## src/rtl/l2cache_pkg.sv

```systemverilog
// Shared types and helpers for the N-way L2 controller: FSM states,
// lowest-set-bit search and tree-PLRU victim/update functions.
package l2cache_pkg;

  typedef enum logic [1:0] {
    IDLE = 2'd0,
    WB   = 2'd1,
    FILL = 2'd2
  } state_t;

  localparam int MAX_WAYS = 64;

  function automatic logic [5:0] first_set_idx(input logic [MAX_WAYS-1:0] vec);
    logic [5:0] idx;
    idx = 6'd0;
    for (int i = MAX_WAYS - 1; i >= 0; i--) begin
      if (vec[i[5:0]]) idx = i[5:0];
    end
    return idx;
  endfunction

  // Heap-ordered tree: node n has children 2n+1 (left) and 2n+2 (right).
  function automatic logic [5:0] plru_victim(input logic [MAX_WAYS-2:0] bits, input int lvls);
    logic [5:0] node;
    logic [5:0] way;
    logic       b;
    node = 6'd0;
    way  = 6'd0;
    for (int lvl = 0; lvl < lvls; lvl++) begin
      b    = bits[node];
      way  = {way[4:0], b};
      node = (node << 1) + 6'd1 + {5'd0, b};
    end
    return way;
  endfunction

  function automatic logic [MAX_WAYS-2:0] plru_update(input logic [MAX_WAYS-2:0] bits,
                                                      input logic [5:0] way, input int lvls);
    logic [MAX_WAYS-2:0] res;
    logic [5:0]          node;
    logic                d;
    res  = bits;
    node = 6'd0;
    for (int lvl = 0; lvl < lvls; lvl++) begin
      d         = |(way & (6'd1 << (lvls - 1 - lvl)));
      res[node] = ~d;
      node      = (node << 1) + 6'd1 + {5'd0, d};
    end
    return res;
  endfunction

endpackage

```

## src/rtl/l2_plru.sv

```systemverilog
// Per-set tree-PLRU state (SETS x WAYS-1 bits); combinational victim read,
// single-port update pointing every node on the accessed path away from it.
module l2_plru
  import l2cache_pkg::*;
#(
  parameter  int WAYS  = 4,
  parameter  int SETS  = 32,
  localparam int IDX_W = $clog2(SETS),
  localparam int WAY_W = $clog2(WAYS)
) (
  input  logic             clk,
  input  logic             rst,
  input  logic [IDX_W-1:0] rd_set,
  output logic [WAY_W-1:0] victim,
  input  logic             upd_en,
  input  logic [IDX_W-1:0] upd_set,
  input  logic [WAY_W-1:0] upd_way
);

  logic [WAYS-2:0] plru_r [SETS];

  // Tree bit storage
  always_ff @(posedge clk or posedge rst) begin
    if (rst) begin
      for (int s = 0; s < SETS; s++) plru_r[s] <= '0;
    end else if (upd_en) begin
      plru_r[upd_set] <= (WAYS-1)'(plru_update((MAX_WAYS-1)'(plru_r[upd_set]),
                                               6'(upd_way), WAY_W));
    end
  end

  assign victim = WAY_W'(plru_victim((MAX_WAYS-1)'(plru_r[rd_set]), WAY_W));

endmodule

```

## src/rtl/l2cache_ctrl_nway_chk.sv

```systemverilog
// Protocol checks for the L2 controller: at most one way may hit per request.
module l2cache_ctrl_nway_chk #(
  parameter int WAYS = 4
) (
  input logic            clk,
  input logic            rst,
  input logic            idle,
  input logic            req,
  input logic [WAYS-1:0] hit_vec
);

  a_single_hit: assert property (@(posedge clk) disable iff (rst)
    (idle && req) |-> $onehot0(hit_vec));

endmodule

```

## src/rtl/l2cache_ctrl_nway.sv

```systemverilog
// N-way write-back L2 control FSM (IDLE/WB/FILL) with invalid-first victim choice.
// Optional saturating hit/miss/write-back counters under L2_PERF_CNT_EN.
module l2cache_ctrl_nway
  import l2cache_pkg::*;
#(
  parameter  int WAYS  = 4,
  parameter  int SETS  = 32,
  localparam int IDX_W = $clog2(SETS),
  localparam int WAY_W = $clog2(WAYS)
) (
  input  logic             clk,
  input  logic             rst,
  input  logic             mem_read,
  input  logic             mem_write,
  input  logic [IDX_W-1:0] mem_set,
  input  logic [WAYS-1:0]  hit_vec,
  input  logic [WAYS-1:0]  valid_vec,
  input  logic [WAYS-1:0]  dirty_vec,
  input  logic             pmem_resp,
  output logic             mem_resp,
  output logic             pmem_read,
  output logic             pmem_write,
  output logic             pmem_addr_sel,
  output logic [WAY_W-1:0] way_sel,
  output logic             load_tag,
  output logic             load_data,
  output logic             load_valid,
  output logic             data_in_sel,
  output logic             set_dirty,
  output logic             clr_dirty,
  output logic             busy
`ifdef L2_PERF_CNT_EN
  ,
  output logic [31:0]      hit_cnt,
  output logic [31:0]      miss_cnt,
  output logic [31:0]      wb_cnt
`endif
);

  state_t           state_r;
  logic [WAY_W-1:0] victim_r;
  logic [IDX_W-1:0] set_r;

  logic             req_s;
  logic             hit_any_s;
  logic             miss_s;
  logic             need_wb_s;
  logic [WAYS-1:0]  inv_vec_s;
  logic [WAY_W-1:0] hit_idx_s;
  logic [WAY_W-1:0] inv_idx_s;
  logic [WAY_W-1:0] plru_victim_s;
  logic [WAY_W-1:0] miss_victim_s;
  logic             upd_en_s;
  logic [IDX_W-1:0] upd_set_s;
  logic [WAY_W-1:0] upd_way_s;

  assign req_s         = mem_read | mem_write;
  assign hit_any_s     = |hit_vec;
  assign inv_vec_s     = ~valid_vec;
  assign hit_idx_s     = WAY_W'(first_set_idx(64'(hit_vec)));
  assign inv_idx_s     = WAY_W'(first_set_idx(64'(inv_vec_s)));
  assign miss_victim_s = (&valid_vec) ? plru_victim_s : inv_idx_s;
  assign need_wb_s     = dirty_vec[miss_victim_s] & valid_vec[miss_victim_s];
  assign miss_s        = (state_r == IDLE) && req_s && !hit_any_s;

  l2_plru #(.WAYS(WAYS), .SETS(SETS)) u_plru (
    .clk     (clk),
    .rst     (rst),
    .rd_set  (mem_set),
    .victim  (plru_victim_s),
    .upd_en  (upd_en_s),
    .upd_set (upd_set_s),
    .upd_way (upd_way_s)
  );

  // State, latched victim way and latched miss set
  always_ff @(posedge clk or posedge rst) begin
    if (rst) begin
      state_r  <= IDLE;
      victim_r <= '0;
      set_r    <= '0;
    end else begin
      case (state_r)
        IDLE: if (miss_s) begin
          victim_r <= miss_victim_s;
          set_r    <= mem_set;
          state_r  <= need_wb_s ? WB : FILL;
        end
        WB:      if (pmem_resp) state_r <= FILL;
        FILL:    if (pmem_resp) state_r <= IDLE;
        default: state_r <= IDLE;
      endcase
    end
  end

  // Output decode; the hit response must be visible in the request cycle
  always_comb begin
    mem_resp      = 1'b0;
    pmem_read     = 1'b0;
    pmem_write    = 1'b0;
    pmem_addr_sel = 1'b1;
    way_sel       = '0;
    load_tag      = 1'b0;
    load_data     = 1'b0;
    load_valid    = 1'b0;
    data_in_sel   = 1'b0;
    set_dirty     = 1'b0;
    clr_dirty     = 1'b0;
    busy          = 1'b0;
    upd_en_s      = 1'b0;
    upd_set_s     = mem_set;
    upd_way_s     = hit_idx_s;
    case (state_r)
      IDLE: begin
        if (req_s && hit_any_s) begin
          mem_resp    = 1'b1;
          way_sel     = hit_idx_s;
          upd_en_s    = 1'b1;
          load_data   = mem_write;
          data_in_sel = mem_write;
          set_dirty   = mem_write;
        end else begin
          way_sel = '0;
        end
      end
      WB: begin
        busy       = 1'b1;
        pmem_write = 1'b1;
        way_sel    = victim_r;
        clr_dirty  = pmem_resp;
      end
      FILL: begin
        busy          = 1'b1;
        pmem_read     = 1'b1;
        pmem_addr_sel = 1'b0;
        way_sel       = victim_r;
        load_tag      = pmem_resp;
        load_data     = pmem_resp;
        load_valid    = pmem_resp;
        clr_dirty     = pmem_resp;
        upd_en_s      = pmem_resp;
        upd_set_s     = set_r;
        upd_way_s     = victim_r;
      end
      default: begin
        busy = 1'b0;
      end
    endcase
  end

`ifdef L2_PERF_CNT_EN
  // Saturating event counters
  always_ff @(posedge clk or posedge rst) begin
    if (rst) begin
      hit_cnt  <= 32'd0;
      miss_cnt <= 32'd0;
      wb_cnt   <= 32'd0;
    end else begin
      if (state_r == IDLE && req_s && hit_any_s && hit_cnt != 32'hFFFF_FFFF)
        hit_cnt <= hit_cnt + 32'd1;
      if (miss_s && miss_cnt != 32'hFFFF_FFFF)
        miss_cnt <= miss_cnt + 32'd1;
      if (miss_s && need_wb_s && wb_cnt != 32'hFFFF_FFFF)
        wb_cnt <= wb_cnt + 32'd1;
    end
  end
`endif

  l2cache_ctrl_nway_chk #(.WAYS(WAYS)) u_chk (
    .clk     (clk),
    .rst     (rst),
    .idle    (state_r == IDLE),
    .req     (req_s),
    .hit_vec (hit_vec)
  );

endmodule

```

## config.mk

```make
export PLATFORM = sky130hd
export DESIGN_NAME = l2cache_ctrl_nway
export DESIGN_NICKNAME = d
export VERILOG_FILES = /design/src/rtl/l2cache_pkg.sv /design/src/rtl/l2_plru.sv /design/src/rtl/l2cache_ctrl_nway_chk.sv /design/src/rtl/l2cache_ctrl_nway.sv
export SDC_FILE = /design/constraint.sdc
export NUM_CORES = 1
export LEC_CHECK = 0
export BUFFER_PORTS_ARGS = -buffer_cell sky130_fd_sc_hd__buf_2
export CAP_MARGIN = 30
export CORE_ASPECT_RATIO = 0.5
export CORE_MARGIN = 4
export CORE_UTILIZATION = 25
export CTS_BUF_LIST = sky130_fd_sc_hd__clkbuf_2 sky130_fd_sc_hd__clkbuf_4 sky130_fd_sc_hd__clkbuf_8
export CTS_CLUSTER_SIZE = 24
export DETAILED_ROUTE_END_ITERATION = 10
export GPL_ROUTABILITY_DRIVEN = 0
export GPL_TIMING_DRIVEN = 0
export PLACE_DENSITY_LB_ADDON = 0.15
export SYNTH_ARGS = -nofsm -noshare
export SYNTH_HDL_FRONTEND = slang
export SYNTH_SLANG_ARGS = --single-unit
export TNS_END_PERCENT = 20
```

## constraint.sdc

```tcl
create_clock -name clk -period 3.9 [get_ports clk]
set_clock_uncertainty 0.2 [all_clocks]
set_input_delay 0.78 -clock clk [delete_from_list [all_inputs] [get_ports clk]]
set_output_delay 0.78 -clock clk [all_outputs]
set_load 0.05 [all_outputs]
```

Word level (Yosys, flattened, before mapping)

Cells that the tools add are included.

Add/sub/neg operators: 2
Magnitude comparators: 7
Eq/ne operators: 5
Muxes and demuxes: 48
Bitwise logic cells: 7
Reduce and logical (&&, ||, !) cells: 12

Operators by type and width:

| cell                                                                                | number |
|---|---|
| 96-bit bitwise mux                                                                  | 1 |
| 63-bit bitwise mux                                                                  | 1 |
| 3-bit binary-select mux with 5-bit select                                           | 2 |
| 2-bit 2-to-1 mux                                                                    | 15 |
| 3-bit demux with 5-bit select                                                       | 1 |
| 3-bit 2-to-1 mux                                                                    | 5 |
| 6-bit by 7-bit < comparator with 1-bit output, second input constant                | 2 |
| 1-bit 2-to-1 mux                                                                    | 14 |
| 6-bit greater-or-equal comparator, second input constant                            | 2 |
| 5-bit inverter with 6-bit output                                                    | 2 |
| 1-bit binary-select mux with 6-bit select                                           | 1 |
| 1-bit demux with 6-bit select                                                       | 1 |
| 6-bit by 1-bit greater-or-equal comparator with 1-bit output, second input constant | 1 |
| 6-bit by 1-bit < comparator with 1-bit output, second input constant                | 1 |
| 2-bit != test, second input constant                                                | 3 |
| 2-bit one-hot mux with 3 select lines                                               | 1 |
| 1-bit logical AND                                                                   | 5 |
| 5-bit 2-to-1 mux                                                                    | 1 |
| 1-bit by 1-bit adder with 2-bit output, first input constant                        | 2 |
| 1-bit binary-select mux with 2-bit select                                           | 2 |
| 4-bit inverter                                                                      | 1 |
| 1-bit one-hot mux with 2 select lines                                               | 2 |
| 2-bit one-hot mux with 2 select lines                                               | 1 |
| 4-bit AND reduction                                                                 | 1 |
| other kinds (12)                                                                    | 13 |

Flip-flop bits (word level): 105
Input port bits: 22
Output and inout port bits: 13
Word-level logic and storage cells: 116

Longest topological paths before layout

Gate-level depths: netlist of the first run.

Word-level depth: 14
Gate-level depth with buffers: 13

By module

A second synthesis of the first run with hierarchy kept.

Cells, all modules: 556
Area total of the unflattened synthesis: 5808.1 sq um

By module, submodules not included:

| module            | times used | cells an instance | area each (sq um) |
|---|---|---|---|
| l2_plru           | 1          | 481               | 5096.1 |
| l2cache_ctrl_nway | 1          | 75                | 711.9 |

Least setup slack after synthesis of the first run

Ideal clock, no wire load.

Path type: register to register
From: reg state_r[0]
To: reg u_plru.plru_r[0] (netlist name)
Setup time: 0.125 ns
Arrival: 3.258 ns
Required time: 3.575 ns
Path slack: 0.318 ns
Cell stages (with the launch flop): 10
Path buffers: 2
Clock period less this slack: 3.582 ns
Cells stage by stage: dfrtp_1 inv_1 ha_1 buf_2 clkbuf_1 and2_1 or2_2 nor3b_1 nand2_1 mux2_2

Word-level cells in the longest chain between the ends: 9
Elaborated cells between the ends (all ways): 21
Classes of those cells: 1 x add/sub; 4 x order compare; 1 x eq/ne; 9 x mux; 3 x bitwise; 3 x reduce/logical

RTL lines:

| what                                                                                                                                                       | line                     | source |
|---|---|---|
| from (decl)                                                                                                                                                | l2cache_ctrl_nway.sv:40  | `state_t state_r;` |
| from (signal assigned)                                                                                                                                     | l2cache_ctrl_nway.sv:87  | `state_r <= need_wb_s ? WB : FILL;` |
| 2-bit equality test                                                                                                                                        | l2cache_ctrl_nway.sv:113 | `case (state_r)` |
| 2-bit 2-to-1 mux                                                                                                                                           | l2cache_ctrl_nway.sv:113 |  |
| 1-bit by 1-bit adder with 2-bit output                                                                                                                     | l2cache_pkg.sv:47        | `node = (node << 1) + 6'd1 + {5'd0, d};` |
| 6-bit by 7-bit < comparator with 1-bit output (not written as such) / 6-bit by 1-bit greater-or-equal comparator with 1-bit output (equally long branches) | l2cache_pkg.sv:46        | `res[node] = ~d;` |
| 1-bit logical AND (not written as such)                                                                                                                    | l2cache_pkg.sv:46        |  |
| 1-bit 2-to-1 mux (not written as such)                                                                                                                     | l2cache_pkg.sv:46        |  |
| 1-bit demux with 6-bit select                                                                                                                              | -                        |  |
| 63-bit bitwise mux                                                                                                                                         | l2cache_pkg.sv:46        |  |
| 96-bit bitwise mux                                                                                                                                         | l2_plru.sv:27            | `plru_r[upd_set] <= (WAYS-1)'(plru_update((MAX_WAYS-1)'(plru_r[upd_set]),` |
| to (signal, indexed assignment)                                                                                                                            | l2_plru.sv:27            |  |
| to (decl)                                                                                                                                                  | l2_plru.sv:20            | `logic [WAYS-2:0] plru_r [SETS];` |

Parallel ways exist; a longest one is shown, timed or not.
A chain may end at the register's enable or synchronous reset.

Worst setup path after layout of the first run

From: reg state_r[0]
To: reg u_plru.plru_r[65] (netlist name)

The elaborated chain is that of the path after synthesis.

==> out/qor.csv, run 1 <==
stage,metric,value,unit
status,outcome,"complete, no violations",
placement,IO Port Bufs,31,
layout,"most common cell after layout, fill and taps aside",dfrtp_1,
grt,vias in the first global route,3977,
die,Die Y,115.8,um
synthesis,asr flop ratio synth,100.0,%
clocking,clk root buf,clkbuf_8,
synthesis,Post-Synthesis Cells,431,
setup_path,CP Data Arrival Time,3.88,ns
die,row count,39,
synthesis,synthesized area per cell,13.49,sq um
layout,post-route design area,6650,sq um
clocking,CTS tree,built,
drt,via/cell ratio,4.889,
synthesis,synth top area cells,"dfrtp_1 45%, mux2_2 19%, mux4_2 11%",
clocking,Max H-tree Level,3,
clocking,hold_buf cts,0,
synthesis,"Seq/Total Area, Yosys",45.20,%
timing,final setup margin,0.1071,ns
die,die area,25900,sq um
drt,antenna-violating nets left,0,
grt,initial antenna violation count,0,
die,Die Wd,223.7,um
setup_path,CP endpoint kind,register,
power,static leakage,2.888,nW
timing,Final Cycle Share,97.25,%
synthesis,Cell variety after synth,38,
die,starting density of the core,25.45,%
drt,1st-pass router iterations,4,
layout,most frequent cells in the layout,"105 x dfrtp_1, 99 x mux2_2, 55 x nand2_1",
clocking,CTS Buffer Depth,2,
setup_path,Crit-path slowest cell,dfrtp_1,
setup_path,"slowest stage delay, CP",0.42,ns
worst_hold_path,Hold/Removal Path Class,in -> async,
drt,via count,3848,
grt,first-pass GRT wire length,25920,um
timing,RSZ-0062 raised after global routing,yes,
timing,"Min Clock Period, post-route",3.793,ns
timing,Slew Limit Fails,0,
synthesis,top cell type's share of synthesized area,45.20,%
synthesis,Synth area leader,dfrtp_1,
clocking,CTS buffer count,9,
die,Core ar.,22840,sq um
power,Power per Cell Area,719.3,nW/um^2
grt,largest net degree at the start of global routing,56,
clocking,TritonCTS sink count,105,
synthesis,Synth Register Bits,105,
timing,Post-Route Setup TNS,0,ns
setup_path,Worst setup SP type,register,
synthesis,post-synth net total,457,
layout,Final #Nets,501,
synthesis,ys flop type,dfrtp_1,
timing,Final Hold Fails,0,
drt,DR WL/cell,21.54,um
timing,fmax,263.7,MHz
placement,hpwl dp,12690,um
clocking,# resized after CTS,16,
grt,Tot GR Track Use,13.48,%
layout,diode count,0,
synthesis,Post-synth EDFFs,0,
layout,share of cells above drive strength 1,45.21,%
job,Max-cap violations,0,
die,Ports,35,
setup_path,top fanout value on the critical path,10,
placement,Setup Slack @ Placement,-0.6601,ns
drt,DRT Wirelength,16950,um
timing,relative slew slack,46.11,%
drt,Detailed Route Iter0 Violations,296,
clocking,worst skew pair latency,0.40,ns
power,Max VDD drop,0.1997,mV
setup_path,crit-path cells,"inv_1, ha_1, buf_2, mux2i_2, buf_6, buf_4, mux4_2, a22oi_2, nand4_1, nand2_1, o21ai_1, clkbuf_4, mux2_2",
setup_path,Setup CP Type,reg -> reg,
layout,Layout area overhead,14.40,%
setup_path,critical path required time,3.99,ns
synthesis,mapped cell area,5813,sq um
grt,gr ovfl total,0,
clocking,Setup Buffers After CTS,0,
timing,"Setup violations, final",0,
clocking,Worst-path clk slew,0.11,ns
placement,DP Area,6390,sq um
drt,Residual DRC,0,
timing,Worst-Margin Slew,0.8053,ns
synthesis,synthesis warning total,0,
timing,Min Hold Slack,0.2158,ns
==> power by group <==
group	switching [mW]	internal, mW
Sequential	0.326	1.55
Clock	0.434	0.257
Combinational	1.18	1.03
==> critical path, delay by kind of cell (launching register included) <==
family,cells,cell delay [ns]
AOI/OAI and AO/OA,2,0.49
adders and majority gates,1,0.21
muxes,3,0.98
DFF,1,0.42
and+or+nand+nor,2,0.19
buffers and inverters,5,1.18
==> synth_stat cells (all sizes together), types with 3 or more instances <==
cell and number:
a22oi 13, clkbuf 14, or2 4, dfrtp 105, ha 4, inv 6, mux4 44, mux2i 3
nor2b 3, o21ai 5, or3b 3, nand3b 3, buf 14, nor2 15, nand2 55, and2 3
nand3 4, a21oi 14, mux2 101
==> sequential cells by signal (all words and copies together) (netlist names) <==
signal and flops:
u_plru.plru_r 96, set_r 5, state_r 2, victim_r 2
==> layout make-up <==
cell class,instances,area [sq um]
fillers,2360,16190
well taps,307,384.1
repair buffers,33,187.7
inverters,6,27.53
clock buffers,10,131.4
clock inverters,6,62.56
multi-input cells,292,3028
plain buffers,28,201.4
flip-flops and latches,105,2628
==> worst paths after layout <==
| path | startpoint | end | slack (ns) | cells past startpoint |
|---|---|---|---|---|
| setup reg to reg | state_r[0] | u_plru.plru_r[65] | 0.11 | 13 |
| hold reg to reg | set_r[0] | set_r[0] | 0.30 | 2 |
| min in group clk | set_r[0] | set_r[0] | 0.30 | 2 |
| max in group asynchronous | rst | victim_r[1] | 2.64 | 3 |
| hold / removal | rst | u_plru.plru_r[47] | 0.22 | 2 |
| setup / recovery | state_r[0] | u_plru.plru_r[65] | 0.11 | 13 |
==> per-stage QoR <==
step	utilization (%)	instances	total power, mW
3_5_place_dp	27.98	771	4.053
3_3_place_gp	27.82	769	4.034
4_1_cts	28.97	787	4.796
5_1_grt	29.12	787	5.084
2_1_floorplan	-	431	3.359
6_report	29.12	787	4.784
==> kinds of logic (layout without fill, tap and decap cells) <==
family,Yosys count,after routing,synth area share (%)
mux,148,148,38.29
flops,105,105,45.20
buf+inv,34,83,3.314
compound gates,39,39,4.369
fa+ha+maj,4,4,0.8610
simple gates,101,101,7.964
==> per-layer routing <==
| layer | up-vias | GRT usage (%) | routed length (um) |
|---|---|---|---|
| met3 | 6 | 2.329 | 646 |
| met4 | 0 | 2.995 | 135 |
| met2 | 64 | 21.71 | 7897 |
| met5 | - | 0 | 0 |
| li1 | 1717 | - | - |
| met1 | 2061 | 19.30 | 8272 |
(Power assumes the default switching activity.)
==> inputs of run 2 (changes only) <==
Clock period 3.9 ns to 4.62 ns, I/O delays scaled along.
==> run 2 against run 1 <==
Effect of this change:
- via count increased by 0.26%
- highest routed layer unchanged
- critical path type unchanged
- largest power group unchanged
- setup slack improved by 0.22 ns
- cell count unchanged
==> out/qor.csv, run 2 (same netlist as run 1, synthesis figures left out) <==
stage,metric,value,unit
clocking,CTS tree,built,
clocking,Max H-tree Level,3,
worst_hold_path,Hold Path End,set_r[1],
worst_hold_path,Hold/Removal Path Class,reg -> reg,
power,Max VDD drop,0.1752,mV
drt,via/cell ratio,4.902,
setup_path,CP Data Arrival Time,4.38,ns
power,Clk pwr share,14.6,%
layout,flip-flop count of the largest register after layout,96,
power,PnR Total Power,3.979,mW
layout,"most common cell after layout, fill and taps aside",dfrtp_1,
die,Core ar.,22840,sq um
power,P_int,2.367,mW
setup_path,Worst setup SP type,register,
drt,DR WL/cell,21.44,um
clocking,hold_buf cts,0,
power,Sw Ratio,40.51,%
setup_path,FF-to-FF path depth,13,
job,Max-cap violations,0,
clocking,CTS buffer count,9,
power,Combinational Power Share,45.6,%
placement,placed insts,771,
clocking,# resized after CTS,0,
layout,most frequent cells in the layout,"105 x dfrtp_1, 99 x mux2_2, 55 x nand2_1",
setup_path,critical path required time,4.71,ns
placement,IO Port Bufs,31,
power,switching pwr,1.612,mW
setup_path,Crit path max-delay family,buffers and inverters,
layout,Top reg by flops,u_plru.plru_r,
die,Ports,35,
layout,Layout area overhead,13.37,%
drt,via count,3858,
setup_path,crit-path cells,"inv_1, ha_1, buf_2, mux2i_1, clkbuf_4, buf_2, mux4_2, a22oi_1, nand4_1, nand2_1, o21ai_0, buf_2, mux2_2",
timing,Final Hold Fails,0,
setup_path,r2r endpoint,u_plru.plru_r[71],
layout,Largest regs,"u_plru.plru_r (96), set_r (5)",
setup_path,Buf/Inv on CP,5,
grt,gr ovfl total,0,
drt,DRT Wirelength,16870,um
timing,Min Hold Slack,0.2978,ns
power,Power per Cell Area,603.8,nW/um^2
layout,share of cells above drive strength 1,42.50,%
die,die area,25900,sq um
drt,Detailed Route Iter0 Violations,267,
placement,hpwl dp,12690,um
clocking,worst skew pair latency,0.40,ns
layout,Layout Cells excl Fill,787,
timing,Slew Limit Fails,0,
layout,diode count,0,
grt,first-pass GRT wire length,25900,um
setup_path,top fanout value on the critical path,10,
die,row count,39,
timing,Post-Route Setup TNS,0,ns
setup_path,Crit-path slowest cell,dfrtp_1,
power,Seq pwr share,39.9,%
clocking,Worst-path clk slew,0.11,ns
drt,1st-pass router iterations,4,
setup_path,CP endpoint kind,register,
clocking,clk root buf,clkbuf_8,
power,static leakage,2.870,nW
layout,number of fill cells in the layout,2368,
clocking,CTS Buffer Depth,2,
timing,fmax,233.0,MHz
worst_hold_path,min-delay src,set_r[1],
status,outcome,"complete, no violations",
setup_path,"slowest stage delay, CP",0.42,ns
drt,Residual DRC,0,
drt,antenna-violating nets left,0,
timing,"Min Clock Period, post-route",4.292,ns
timing,"Setup violations, final",0,
timing,relative slew slack,33.38,%
setup_path,RR Startpoint,state_r[0],
worst_hold_path,Hold Crit Depth,2,
die,Die Wd,223.7,um
die,starting density of the core,25.45,%
grt,vias in the first global route,3970,
die,Die Y,115.8,um
setup_path,Setup CP Type,reg -> reg,
grt,Tot GR Track Use,13.47,%
layout,Final #Nets,501,
timing,Final Cycle Share,92.91,%
clocking,TritonCTS sink count,105,
grt,largest net degree at the start of global routing,56,
grt,initial antenna violation count,0,
setup_path,R2R Setup Slk,0.33,ns
timing,Worst-Margin Slew,0.9993,ns
clocking,Setup Buffers After CTS,0,
setup_path,"most used cell, CP",buf_2,
timing,RSZ-0062 raised after global routing,no,
-- run 2: per-layer routing --
layer / part of all wire, % / GRT usage (%) / vias up
li1: - / - / 1717
met4: 1.1 / 2.995 / 0
met2: 46 / 21.69 / 70
met3: 4.8 / 2.329 / 14
met5: 0 / 0 / -
met1: 48 / 19.30 / 2057
-- run 2: worst max path at each step --
stage | end | cells past startpoint | slack, ns | start
4_1_cts | u_plru.plru_r[71] | 13 | 0.03 | state_r[0]
3_5_place_dp | u_plru.plru_r[11] | 11 | 0.03 | mem_set[1]
6_report | u_plru.plru_r[71] | 13 | 0.33 | state_r[0]
5_1_grt | u_plru.plru_r[80] | 13 | 0.002 | state_r[0]
2_1_floorplan | set_r[0] | 1 | 0.74 | rst
3_3_place_gp | state_r[0] | 2 | -0.91 | rst
-- run 2: area by class of cell --
cell class	instances	area, sq um	area share [%]
Multi-Input combinational cell	292	2993	45.41
Sequential cell	105	2628	39.87
Tap cell	307	384.1	5.829
Timing Repair Buffer	33	187.7	2.848
Buffer	28	176.4	2.677
Clock buffer	10	131.4	1.994
Clock inverter	6	62.56	0.9493
Inverter	6	27.53	0.4177
-- run 2: metrics by stage --
stage               area, sq um  util (%)  setup slack (ns)
floorplan                  5813         -            0.7355
global placement           6352     27.82           -0.9106
detailed placement         6390     27.98           0.02750
CTS                        6584     28.83           0.02797
global route               6590     28.86          0.002038
finish                     6590     28.86            0.3277
-- run 2: worst reg2reg max path, cell delays in order, from the launching register on --
cell and delay [ns]:
dfrtp_1 0.42, inv_1 0.11, ha_1 0.21, buf_2 0.25
mux2i_1 0.37, clkbuf_4 0.36, buf_2 0.34, mux4_2 0.36
a22oi_1 0.35, nand4_1 0.13, nand2_1 0.08, o21ai_0 0.33
buf_2 0.39, mux2_2 0.30
-- run 2: power by group through the flow --
stage | Clock, mW | Combinational (mW) | Sequential (mW)
2_1_floorplan | 0 | 1.36 | 1.48
3_3_place_gp | 0 | 1.80 | 1.60
3_5_place_dp | 0 | 1.82 | 1.60
4_1_cts | 0.605 | 1.83 | 1.58
5_1_grt | 0.639 | 1.97 | 1.63
6_report | 0.580 | 1.81 | 1.59
